==> src/rtl/gf_pkg.sv <==
// gf_pkg: shared Reed-Solomon decoder constants and types.
//   Code geometry (symbol width, T_LEN, N_LEN, roots per Chien beat, beats
//   per codeword) plus the widths and types that the error-position collector
//   and its compactor use.
package gf_pkg;

  localparam int SYMB_WIDTH        = 8;
  localparam int T_LEN             = 8;
  localparam int N_LEN             = 255;
  localparam int ROOTS_PER_CYCLE   = 8;
  localparam int CYCLES_NUM__CHIEN = (N_LEN + ROOTS_PER_CYCLE - 1) / ROOTS_PER_CYCLE;

  localparam int POS_WIDTH  = $clog2(N_LEN);
  localparam int CNT_WIDTH  = $clog2(T_LEN + 1);
  localparam int BEAT_WIDTH = $clog2(CYCLES_NUM__CHIEN);
  localparam int POP_WIDTH  = $clog2(ROOTS_PER_CYCLE + 1);
  // Wide enough to hold write index + popcount without wrapping.
  localparam int SUM_WIDTH  = ((CNT_WIDTH > POP_WIDTH) ? CNT_WIDTH : POP_WIDTH) + 1;

  typedef logic [POS_WIDTH-1:0] pos_t;

  typedef enum logic [1:0] {
    ST_IDLE    = 2'd0,
    ST_COLLECT = 2'd1,
    ST_HOLD    = 2'd2
  } collect_state_t;

endpackage

==> src/rtl/rs_hit_compact.sv <==
// rs_hit_compact: combinational prefix-popcount packer.
//   Every set bit i of the masked hit vector is written to list slot
//   wr_idx + (number of set bits below i), carrying position base + i.
//   Slots at or beyond T_LEN are simply never enabled.
// Ports:
//   hit       - masked root-hit vector of the current beat
//   base      - symbol position of bit 0 of this beat
//   wr_idx    - first free list slot
//   slot_we   - per-slot write enable
//   slot_data - per-slot position to write
//   pop_cnt   - number of set bits in hit
module rs_hit_compact
  import gf_pkg::*;
(
  input  logic [ROOTS_PER_CYCLE-1:0] hit,
  input  pos_t                       base,
  input  logic [CNT_WIDTH-1:0]       wr_idx,
  output logic [T_LEN-1:0]           slot_we,
  output pos_t [T_LEN-1:0]           slot_data,
  output logic [POP_WIDTH-1:0]       pop_cnt
);

  logic [SUM_WIDTH-1:0] prefix;
  logic [SUM_WIDTH-1:0] slot;

  always_comb begin
    slot_we   = '0;
    slot_data = '0;
    prefix    = '0;
    slot      = '0;
    for (int i = 0; i < ROOTS_PER_CYCLE; i++) begin
      if (hit[i]) begin
        slot = SUM_WIDTH'(wr_idx) + prefix;
        for (int k = 0; k < T_LEN; k++) begin
          if (slot == SUM_WIDTH'(k)) begin
            slot_we[k]   = 1'b1;
            slot_data[k] = base + pos_t'(i);
          end
        end
        prefix = prefix + SUM_WIDTH'(1);
      end
    end
    pop_cnt = prefix[POP_WIDTH-1:0];
  end

endmodule

==> src/rtl/rs_err_pos_collect.sv <==
// rs_err_pos_collect: turns Chien-search root hits into an ascending list of
// up to T_LEN error positions, checks the count against the error-locator
// degree and offers the result downstream.
// Handshake: a beat transfers on a cycle where in_vld && in_rdy; a result
//   transfers on a cycle where out_vld && out_rdy. out_* stay stable while
//   out_vld && !out_rdy, and in_rdy is low for as long as a result is held.
// Ports:
//   clk, rst   - clock, synchronous active-high reset
//   in_vld/in_rdy/in_sop/in_hit/in_deg - beat stream from the Chien search
//   out_vld/out_rdy  - result handshake
//   out_pos    - error positions, ascending, packed from index 0
//   out_pos_en - valid flag per out_pos entry
//   out_num    - error count, saturating at T_LEN
//   out_fail   - codeword uncorrectable
//   dbg_state  - current FSM state
module rs_err_pos_collect
  import gf_pkg::*;
(
  input  logic                       clk,
  input  logic                       rst,
  input  logic                       in_vld,
  output logic                       in_rdy,
  input  logic                       in_sop,
  input  logic [ROOTS_PER_CYCLE-1:0] in_hit,
  input  logic [CNT_WIDTH-1:0]       in_deg,
  output logic                       out_vld,
  input  logic                       out_rdy,
  output pos_t [T_LEN-1:0]           out_pos,
  output logic [T_LEN-1:0]           out_pos_en,
  output logic [CNT_WIDTH-1:0]       out_num,
  output logic                       out_fail,
  output collect_state_t             dbg_state
);

  localparam pos_t RPC = pos_t'(ROOTS_PER_CYCLE);

  collect_state_t        state;
  logic [BEAT_WIDTH-1:0] beat_cnt;
  logic [CNT_WIDTH-1:0]  wr_idx;
  logic [CNT_WIDTH-1:0]  deg_q;
  logic                  ovf_q;
  logic                  fail_q;
  pos_t [T_LEN-1:0]      pos_q;
  logic [T_LEN-1:0]      pos_en_q;

  // Per-beat datapath
  logic                       accept;
  logic                       take;
  logic [BEAT_WIDTH-1:0]      beat_eff;
  logic [CNT_WIDTH-1:0]       idx_eff;
  logic [CNT_WIDTH-1:0]       deg_eff;
  pos_t                       base;
  logic [POS_WIDTH:0]         pos_full;
  logic [ROOTS_PER_CYCLE-1:0] hit_mask;
  logic [ROOTS_PER_CYCLE-1:0] hit_m;
  logic [T_LEN-1:0]           slot_we;
  pos_t [T_LEN-1:0]           slot_data;
  logic [POP_WIDTH-1:0]       pop_cnt;
  logic [SUM_WIDTH-1:0]       sum;
  logic                       ovf_now;
  logic                       ovf_next;
  logic [CNT_WIDTH-1:0]       idx_next;
  logic                       last_beat;
  logic                       fail_next;
  pos_t [T_LEN-1:0]           pos_next;
  logic [T_LEN-1:0]           pos_en_next;

  assign in_rdy = (state != ST_HOLD);
  assign accept = in_vld && in_rdy;
  // In IDLE only a sop beat starts work; in COLLECT every beat counts.
  assign take   = accept && (in_sop || (state == ST_COLLECT));

  // A sop beat (also mid-frame) restarts as beat 0 with an empty list.
  assign beat_eff = in_sop ? '0 : beat_cnt;
  assign idx_eff  = in_sop ? '0 : wr_idx;
  assign deg_eff  = in_sop ? in_deg : deg_q;
  assign base     = pos_t'(beat_eff) * RPC;

  // Drop hits beyond the codeword end (only possible in the last beat).
  always_comb begin
    hit_mask = '0;
    pos_full = '0;
    for (int i = 0; i < ROOTS_PER_CYCLE; i++) begin
      pos_full    = {1'b0, base} + (POS_WIDTH + 1)'(i);
      hit_mask[i] = (pos_full < (POS_WIDTH + 1)'(N_LEN));
    end
  end

  assign hit_m = in_hit & hit_mask;

  rs_hit_compact u_compact (
    .hit       (hit_m),
    .base      (base),
    .wr_idx    (idx_eff),
    .slot_we   (slot_we),
    .slot_data (slot_data),
    .pop_cnt   (pop_cnt)
  );

  assign sum       = SUM_WIDTH'(idx_eff) + SUM_WIDTH'(pop_cnt);
  assign ovf_now   = (sum > SUM_WIDTH'(T_LEN));
  assign idx_next  = ovf_now ? CNT_WIDTH'(T_LEN) : sum[CNT_WIDTH-1:0];
  assign ovf_next  = (in_sop ? 1'b0 : ovf_q) | ovf_now;
  assign last_beat = (beat_eff == BEAT_WIDTH'(CYCLES_NUM__CHIEN - 1));
  assign fail_next = ovf_next || (idx_next != deg_eff) ||
                     ((deg_eff == '0) && (idx_next != '0));

  always_comb begin
    pos_next    = pos_q;
    pos_en_next = pos_en_q;
    if (in_sop) begin
      pos_next    = '0;
      pos_en_next = '0;
    end
    for (int k = 0; k < T_LEN; k++) begin
      if (slot_we[k]) begin
        pos_next[k]    = slot_data[k];
        pos_en_next[k] = 1'b1;
      end
    end
  end

  always_ff @(posedge clk) begin
    if (rst) begin
      state    <= ST_IDLE;
      beat_cnt <= '0;
      wr_idx   <= '0;
      deg_q    <= '0;
      ovf_q    <= 1'b0;
      fail_q   <= 1'b0;
      pos_q    <= '0;
      pos_en_q <= '0;
    end else begin
      case (state)
        ST_IDLE, ST_COLLECT: begin
          if (take) begin
            pos_q    <= pos_next;
            pos_en_q <= pos_en_next;
            wr_idx   <= idx_next;
            ovf_q    <= ovf_next;
            deg_q    <= deg_eff;
            if (in_sop) begin
              fail_q <= 1'b0;
            end
            if (last_beat) begin
              state    <= ST_HOLD;
              beat_cnt <= '0;
              fail_q   <= fail_next;
            end else begin
              state    <= ST_COLLECT;
              beat_cnt <= beat_eff + BEAT_WIDTH'(1);
            end
          end
        end
        ST_HOLD: begin
          if (out_rdy) begin
            state <= ST_IDLE;
          end
        end
        default: state <= ST_IDLE;
      endcase
    end
  end

  assign out_vld    = (state == ST_HOLD);
  assign out_pos    = pos_q;
  assign out_pos_en = pos_en_q;
  assign out_num    = wr_idx;
  assign out_fail   = fail_q;
  assign dbg_state  = state;

endmodule

==> config.mk <==
export PLATFORM = sky130hd
export DESIGN_NAME = rs_err_pos_collect
export DESIGN_NICKNAME = d
export VERILOG_FILES = /design/src/rtl/gf_pkg.sv /design/src/rtl/rs_hit_compact.sv /design/src/rtl/rs_err_pos_collect.sv
export SDC_FILE = /design/constraint.sdc
export NUM_CORES = 1
export LEC_CHECK = 0
export ABC_AREA = 1
export ABC_CLOCK_PERIOD_IN_PS = 9700
export CORE_UTILIZATION = 60
export CTS_CLUSTER_DIAMETER = 40
export DETAILED_ROUTE_END_ITERATION = 12
export PLACE_DENSITY = 0.94
export SYNTH_ARGS = -nofsm -noshare
export SYNTH_HDL_FRONTEND = slang
export SYNTH_SLANG_ARGS = --single-unit
==> constraint.sdc <==
create_clock -name clk -period 9.7 [get_ports clk]
set_input_delay 1.455 -clock clk [delete_from_list [all_inputs] [get_ports clk]]
set_output_delay 1.455 -clock clk [all_outputs]
set_load 0.02 [all_outputs]
==> summary.txt, run 1 <==
Outcome: finished, final reports clean
P&R area growth vs syn: 19.4%
Starting Density: 62.5%
Fin. Hold Viols: 0
Slew headroom: 33.4%
Critical path's largest stage delay: 0.61 ns
Root buf cell: clkbuf_8
Worst EP required: 9.94 ns
Synth cell types: 45
Mean Syn Cell Area: 6.72 µm²
Max Fclk: 0.131 GHz
Remaining DRCs: 0
Number of flops mapped to enable cells by yosys: 0
Max_cap viols: 0
Cells on worst reg2reg path: 21
Final Slew Violations: 0
Reg-to-Reg Start: beat_cnt[1]$_SDFFE_PP0P_
Core area: 0.0104 mm²
Power per cell area: 145 mW/mm²
IO Port Bufs: 97
Initial antenna violation count: 0
Worst-margin pin slew: 0.998 ns
Reg-to-reg critical path endpoint: out_fail$_SDFFE_PP0P_
Global-route wire length before repair: 30.5 mm
Leakage power: 3.57 nW
Commonest cells after routing, fill and taps aside: nand2_1 (240), nand3_1 (143), inv_1 (110), clkdlybuf4s50_1 (96), dfxtp_1 (89)
Gr ovfl total: 0
Tcrit/Tclk final: 78.6%
CTS hold repair buffers: 0
Total I/O pin count: 98
Top area cells in the synthesized netlist: dfxtp_1 (27%), nand2_1 (14%), nand3_1 (11%)
Post-synthesis sequential area ratio: 27.4%
Die Wd: 106 µm
Layout Skew: 0.0107 ns
Synth Cell Area: 0.00651 mm²
Layout fillers: 812
Crit path max fanout: 7
Synth Instances: 968
Cell mode on critical path: inv_1
Top_reg_cell synth: dfxtp_1
Area leader, netlist: dfxtp_1
Area of the multi-input gates: 0.00418 mm²
Worst Path Arrival: 7.87 ns
Die height: 106 µm
R2R setup slack: 5.44 ns
Fin worst setup slack: 2.07 ns
Hold endpoint: out_pos[6]$_SDFFE_PP0P_
Reg area: 0.00178 mm²
Hold depth: 2
Final net count: 1115
Die area: 0.0113 mm²
Total GRT Usage: 33.9%
N_diodes: 0
Endpoint class of the critical path: flip-flop
Ratio of cells with drive above 1 in the final layout: 8.97%
Place WS: 1.76 ns
Largest net degree at the start of global routing: 88
Worst-path clk slew: 0.09 ns
Hold WS: 0.466 ns
TritonCTS Buffers: 9
Async SR Flop Fraction: 0%
Routed WL: 18.5 mm
Vias in the first global route: 6606
Yosys reg bits: 89
Slowest-stage cell, CP: clkdlybuf4s50_1
Commonest non-fill, non-tap cell in the layout: nand2_1
VDD IR max: 0.000133 V
Syn nets: 1028
Yosys warns: 0
Fin crit period: 7.63 ns
Synth top area share: 27.4%
Worst-Skew Late Latency: 0.36 ns
CTS Buffer Depth: 2
Clock sinks: 89
Post_cts resized: 0
Setup TNS: 0 ns
Routability cong.: 1.02
Via density: 5.77
Router iterations before antenna repair: 6
Setup violators final: 0
TritonCTS clock tree: yes
Hold Crit Start: out_pos[6]$_SDFFE_PP0P_
Wire per inst: 15.5 µm
Crit path kind: in -> reg
Via count: 6901
Post-CTS Setup Inserts: 0
Tot Pwr: 1.13 mW
H-tree Lvls: 3
Antenna Nets Post-Route: 0
RSZ-0062 raised after global routing: false
Core Rows: 37
DP HPWL: 14.0 mm
Initial DRC count: 498
Min-Delay Path Class: reg -> reg
Startpoint class of the critical path: input port
state kept, by name, indices dropped and copies added (netlist names):
name	count
out_num	4
out_fail	1
out_pos	64
deg_q	4
beat_cnt	5
dbg_state	2
ovf_q	1
out_pos_en	8
synth_stat cells, types with 6 or more instances:
master    number
inv_1        111
a211oi_1       6
a21oi_1       83
nor2_2         6
xor2_1         9
nand2_2       14
dfxtp_1       89
nand3_1      143
inv_2          6
nand2_4       17
nand4_1        8
nand3_2       17
nor3_1        13
xnor2_1        9
nor4_1        10
nand2_1      240
clkbuf_1      18
nor2_1        54
fa_1           7
o21ai_0       24
ha_1          36
layer usage:
layer / part of all wire [%] / wire, µm / GRT usage, %
met5: 0 / 0 / 0
met4: 3.1 / 575 / 12.0
met3: 7.7 / 1420 / 7.11
met2: 48 / 8860 / 58.4
met1: 41 / 7620 / 41.5
critical path: cells and delay by family:
kind / cells / cell delay (ns)
adder cells (fa/ha/maj): 7 / 2.18
AO/OA/AOI/OAI: 6 / 1.54
AND/OR/NAND/NOR: 10 / 1.27
buffers and inverters: 10 / 1.24
XOR/XNOR: 1 / 0.16
cell type report:
| class | count | area share (%) |
|---|---|---|
| clock buffer | 12 | 2.00 |
| clock inverter | 3 | 0.612 |
| inverter | 119 | 5.78 |
| multi-input combinational | 736 | 53.8 |
| sequential | 89 | 22.9 |
| tap | 136 | 2.19 |
| timing repair buffer | 100 | 12.7 |
metrics by stage:
stage | std cells | util (%) | cell area, µm²
floorplan | 968 | - | 6510
global placement | 1180 | 72.7 | 7570
detailed placement | 1180 | 72.7 | 7570
CTS | 1195 | 74.6 | 7770
global route | 1195 | 74.6 | 7770
finish | 1195 | 74.6 | 7770
worst max path at each step:
| stage | start | slack [ns] | depth (start not counted) | endpoint |
|---|---|---|---|---|
| 6_report | in_hit[0] | 2.07 | 34 | out_fail$_SDFFE_PP0P_ |
| 3_3_place_gp | in_hit[0] | 2.06 | 34 | out_fail$_SDFFE_PP0P_ |
| 5_1_grt | in_hit[0] | 1.52 | 34 | out_fail$_SDFFE_PP0P_ |
| 2_1_floorplan | in_hit[0] | 3.10 | 33 | out_fail$_SDFFE_PP0P_ |
| 3_5_place_dp | in_hit[0] | 1.76 | 34 | out_fail$_SDFFE_PP0P_ |
| 4_1_cts | in_hit[0] | 2.17 | 34 | out_fail$_SDFFE_PP0P_ |
logic make-up after synthesis:
group	synth area share [%]
muxes	0.461
buffers and inverters	8.38
adders and majority gates	9.08
DFF	27.4
AOI/OAI and AO/OA	10.3
and+or+nand+nor	41.9
xor gates and xnor gates	2.42
other	0.0576
power breakdown:
group / total [mW] / internal, mW / switching (mW)
Sequential: 0.391 / 0.381 / 0.0103
Combinational: 0.472 / 0.158 / 0.314
Clock: 0.264 / 0.134 / 0.131
Total: 1.13 / 0.673 / 0.455
Power figures use the tool's default switching activity.
==> run 2: changes to the inputs <==
--- a/config.mk
+++ b/config.mk
@@ -6,11 +6,11 @@
 export NUM_CORES = 1
 export LEC_CHECK = 0
 export ABC_AREA = 1
-export ABC_CLOCK_PERIOD_IN_PS = 9700
-export CORE_UTILIZATION = 60
+export ABC_CLOCK_PERIOD_IN_PS = 7000
+export CORE_UTILIZATION = 50
 export CTS_CLUSTER_DIAMETER = 40
 export DETAILED_ROUTE_END_ITERATION = 12
-export PLACE_DENSITY = 0.94
+export PLACE_DENSITY = 0.85
 export SYNTH_ARGS = -nofsm -noshare
 export SYNTH_HDL_FRONTEND = slang
 export SYNTH_SLANG_ARGS = --single-unit
==> constraint.sdc (replaced) <==
create_clock -name clk -period 7 [get_ports clk]
set_input_delay 1.05 -clock clk [delete_from_list [all_inputs] [get_ports clk]]
set_output_delay 1.05 -clock clk [all_outputs]
set_load 0.02 [all_outputs]
==> summary.txt, run 2 (synthesis results as in run 1) <==
Outcome: finished, final reports clean
Crit path kind: in -> reg
Hold WS: 0.459 ns (-0.00716 ns)
Worst-path clk slew: 0.07 ns (-0.02 ns)
Clock sinks: 89 (unchanged)
Largest net degree at the start of global routing: 77 (-13%)
Max Fclk: 0.152 GHz
Commonest cells after routing, fill and taps aside: nand2_1 (240), nand3_1 (143), inv_1 (110), clkdlybuf4s50_1 (96), dfxtp_1 (89)
VDD IR max: 0.000171 V (+29%)
Die Wd: 116 µm (+9.4%)
Total I/O pin count: 98 (unchanged)
Slowest-stage cell, CP: clkdlybuf4s50_1
TritonCTS clock tree: yes
Die area: 0.0135 mm² (+20%)
Min-Delay Path Class: reg -> reg
Core area: 0.0127 mm² (+22%)
Startpoint class of the critical path: input port
Fin crit period: 6.57 ns
TritonCTS Buffers: 9 (unchanged)
H-tree Lvls: 3 (unchanged)
Slew headroom: 30.8% (-2.7 points)
Initial DRC count: 612 (+23%)
Area of the multi-input gates: 0.00418 mm² (unchanged)
Power per cell area: 209 mW/mm² (+44%)
Crit path max fanout: 6 (-1)
CP Buf/Inv Count: 10 (unchanged)
Commonest non-fill, non-tap cell in the layout: nand2_1
Router iterations before antenna repair: 5 (-1)
Final net count: 1121 (+0.54%)
Setup violators final: 0 (unchanged)
Post-CTS Setup Inserts: 0 (unchanged)
Global-route wire length before repair: 30.0 mm (-1.6%)
Cell mode on critical path: inv_1
Fin worst setup slack: 0.428 ns (-1.64 ns)
Worst EP required: 7.22 ns (-2.72 ns)
Via count: 6814 (-1.3%)
IO Port Bufs: 97 (unchanged)
Antenna Nets Post-Route: 0 (unchanged)
Worst-Skew Late Latency: 0.35 ns (about the same)
Leakage power: 3.63 nW (+1.8%)
Final Slew Violations: 0 (unchanged)
Max reg flops: 64 (unchanged)
Reg area: 0.00178 mm² (unchanged)
Tot Pwr: 1.66 mW (+47%)
Setup TNS: 0 ns (unchanged)
Critical path's largest stage delay: 0.57 ns (-0.04 ns)
N_diodes: 0 (unchanged)
Tcrit/Tclk final: 93.9%
Place WS: -0.0369 ns (-1.80 ns)
Wire per inst: 15.0 µm (-3.1%)
Family with the most delay on the worst path: adder cells
Layout Skew: 0.0119 ns (+0.00114 ns)
Vias in the first global route: 6496 (-1.7%)
Routed WL: 18.6 mm (+0.43%)
CTS Buffer Depth: 2 (unchanged)
Endpoint class of the critical path: flip-flop
Worst Path Arrival: 6.80 ns (-1.07 ns)
Die height: 116 µm (+9.4%)
Gr ovfl total: 0 (unchanged)
Fin. Hold Viols: 0 (unchanged)
Root buf cell: clkbuf_16
DP HPWL: 14.0 mm (-0.23%)
Max_cap viols: 0 (unchanged)
RSZ-0062 raised after global routing: false
Worst-margin pin slew: 1.03 ns (+0.0371 ns)
Core Rows: 41 (+11%)
Ratio of cells with drive above 1 in the final layout: 9.57% (+0.60 points)
Routability cong.: 1.02 (-0.33%)
P&R area growth vs syn: 21.9%
Via density: 5.50 (-4.7%)
Layout fillers: 1152 (+42%)
Starting Density: 51.4% (-11 points)
Initial antenna violation count: 0 (unchanged)
Total GRT Usage: 28.4% (-5.5 points)
Remaining DRCs: 0 (unchanged)
run 2: power by group:
| group | switching, mW | total [mW] | internal [mW] |
|---|---|---|---|
| clock | 0.207 | 0.449 | 0.242 |
| sequential | 0.0141 | 0.543 | 0.529 |
| combinational | 0.440 | 0.665 | 0.225 |
| total | 0.661 | 1.66 | 0.995 |
run 2: path summary, 6_finish.rpt:
check,start,endpoint,slack (ns),depth (start not counted)
max,in_hit[1],out_fail$_SDFFE_PP0P_,0.43,34
min,out_pos[44]$_SDFFE_PP0P_,out_pos[44]$_SDFFE_PP0P_,0.46,2
max reg2reg,out_num[0]$_SDFFE_PP0P_,out_pos[28]$_SDFFE_PP0P_,3.13,14
min reg2reg,out_pos[44]$_SDFFE_PP0P_,out_pos[44]$_SDFFE_PP0P_,0.46,2
run 2: cell type report:
cell class | count | area share [%]
repair buffers | 106 | 13.0
flip-flops and latches | 89 | 22.5
well taps | 172 | 2.71
inverters | 119 | 5.66
clock buffers | 10 | 2.89
multi-input cells | 736 | 52.7
clock inverters | 6 | 0.521
run 2: worst register-to-register path, stage by stage, from the launching register on:
cell	delay (ns)
dfxtp_1	0.37
inv_1	0.07
nor2_1	0.78
ha_1	0.33
inv_1	0.07
fa_1	0.46
xnor2_1	0.40
inv_1	0.16
nand3_1	0.17
nand3_1	0.09
nor3_1	0.28
nand3_4	0.19
nand2_4	0.15
nand3_1	0.10
a21oi_1	0.17
run 2: timing repair:
item / 4_1_cts / 5_1_grt
hold buffers: 0 / 0
endpoints found under the setup margin: 0 / 2
resized for setup: 0 / 1
run 2: routing by layer:
layer,track usage [%],up-vias,part of all wire (%)
li1,-,3378,-
met1,35.2,3153,42
met2,48.9,240,48
met3,5.02,43,6.5
met4,10.7,0,2.7
met5,0,-,0
run 2: stage by stage:
step / util, % / instances / cell area, µm²
floorplan: - / 968 / 6510
global placement: 60.5 / 1222 / 7660
detailed placement: 60.5 / 1222 / 7660
CTS: 62.6 / 1238 / 7930
global route: 62.6 / 1238 / 7930
finish: 62.6 / 1238 / 7930
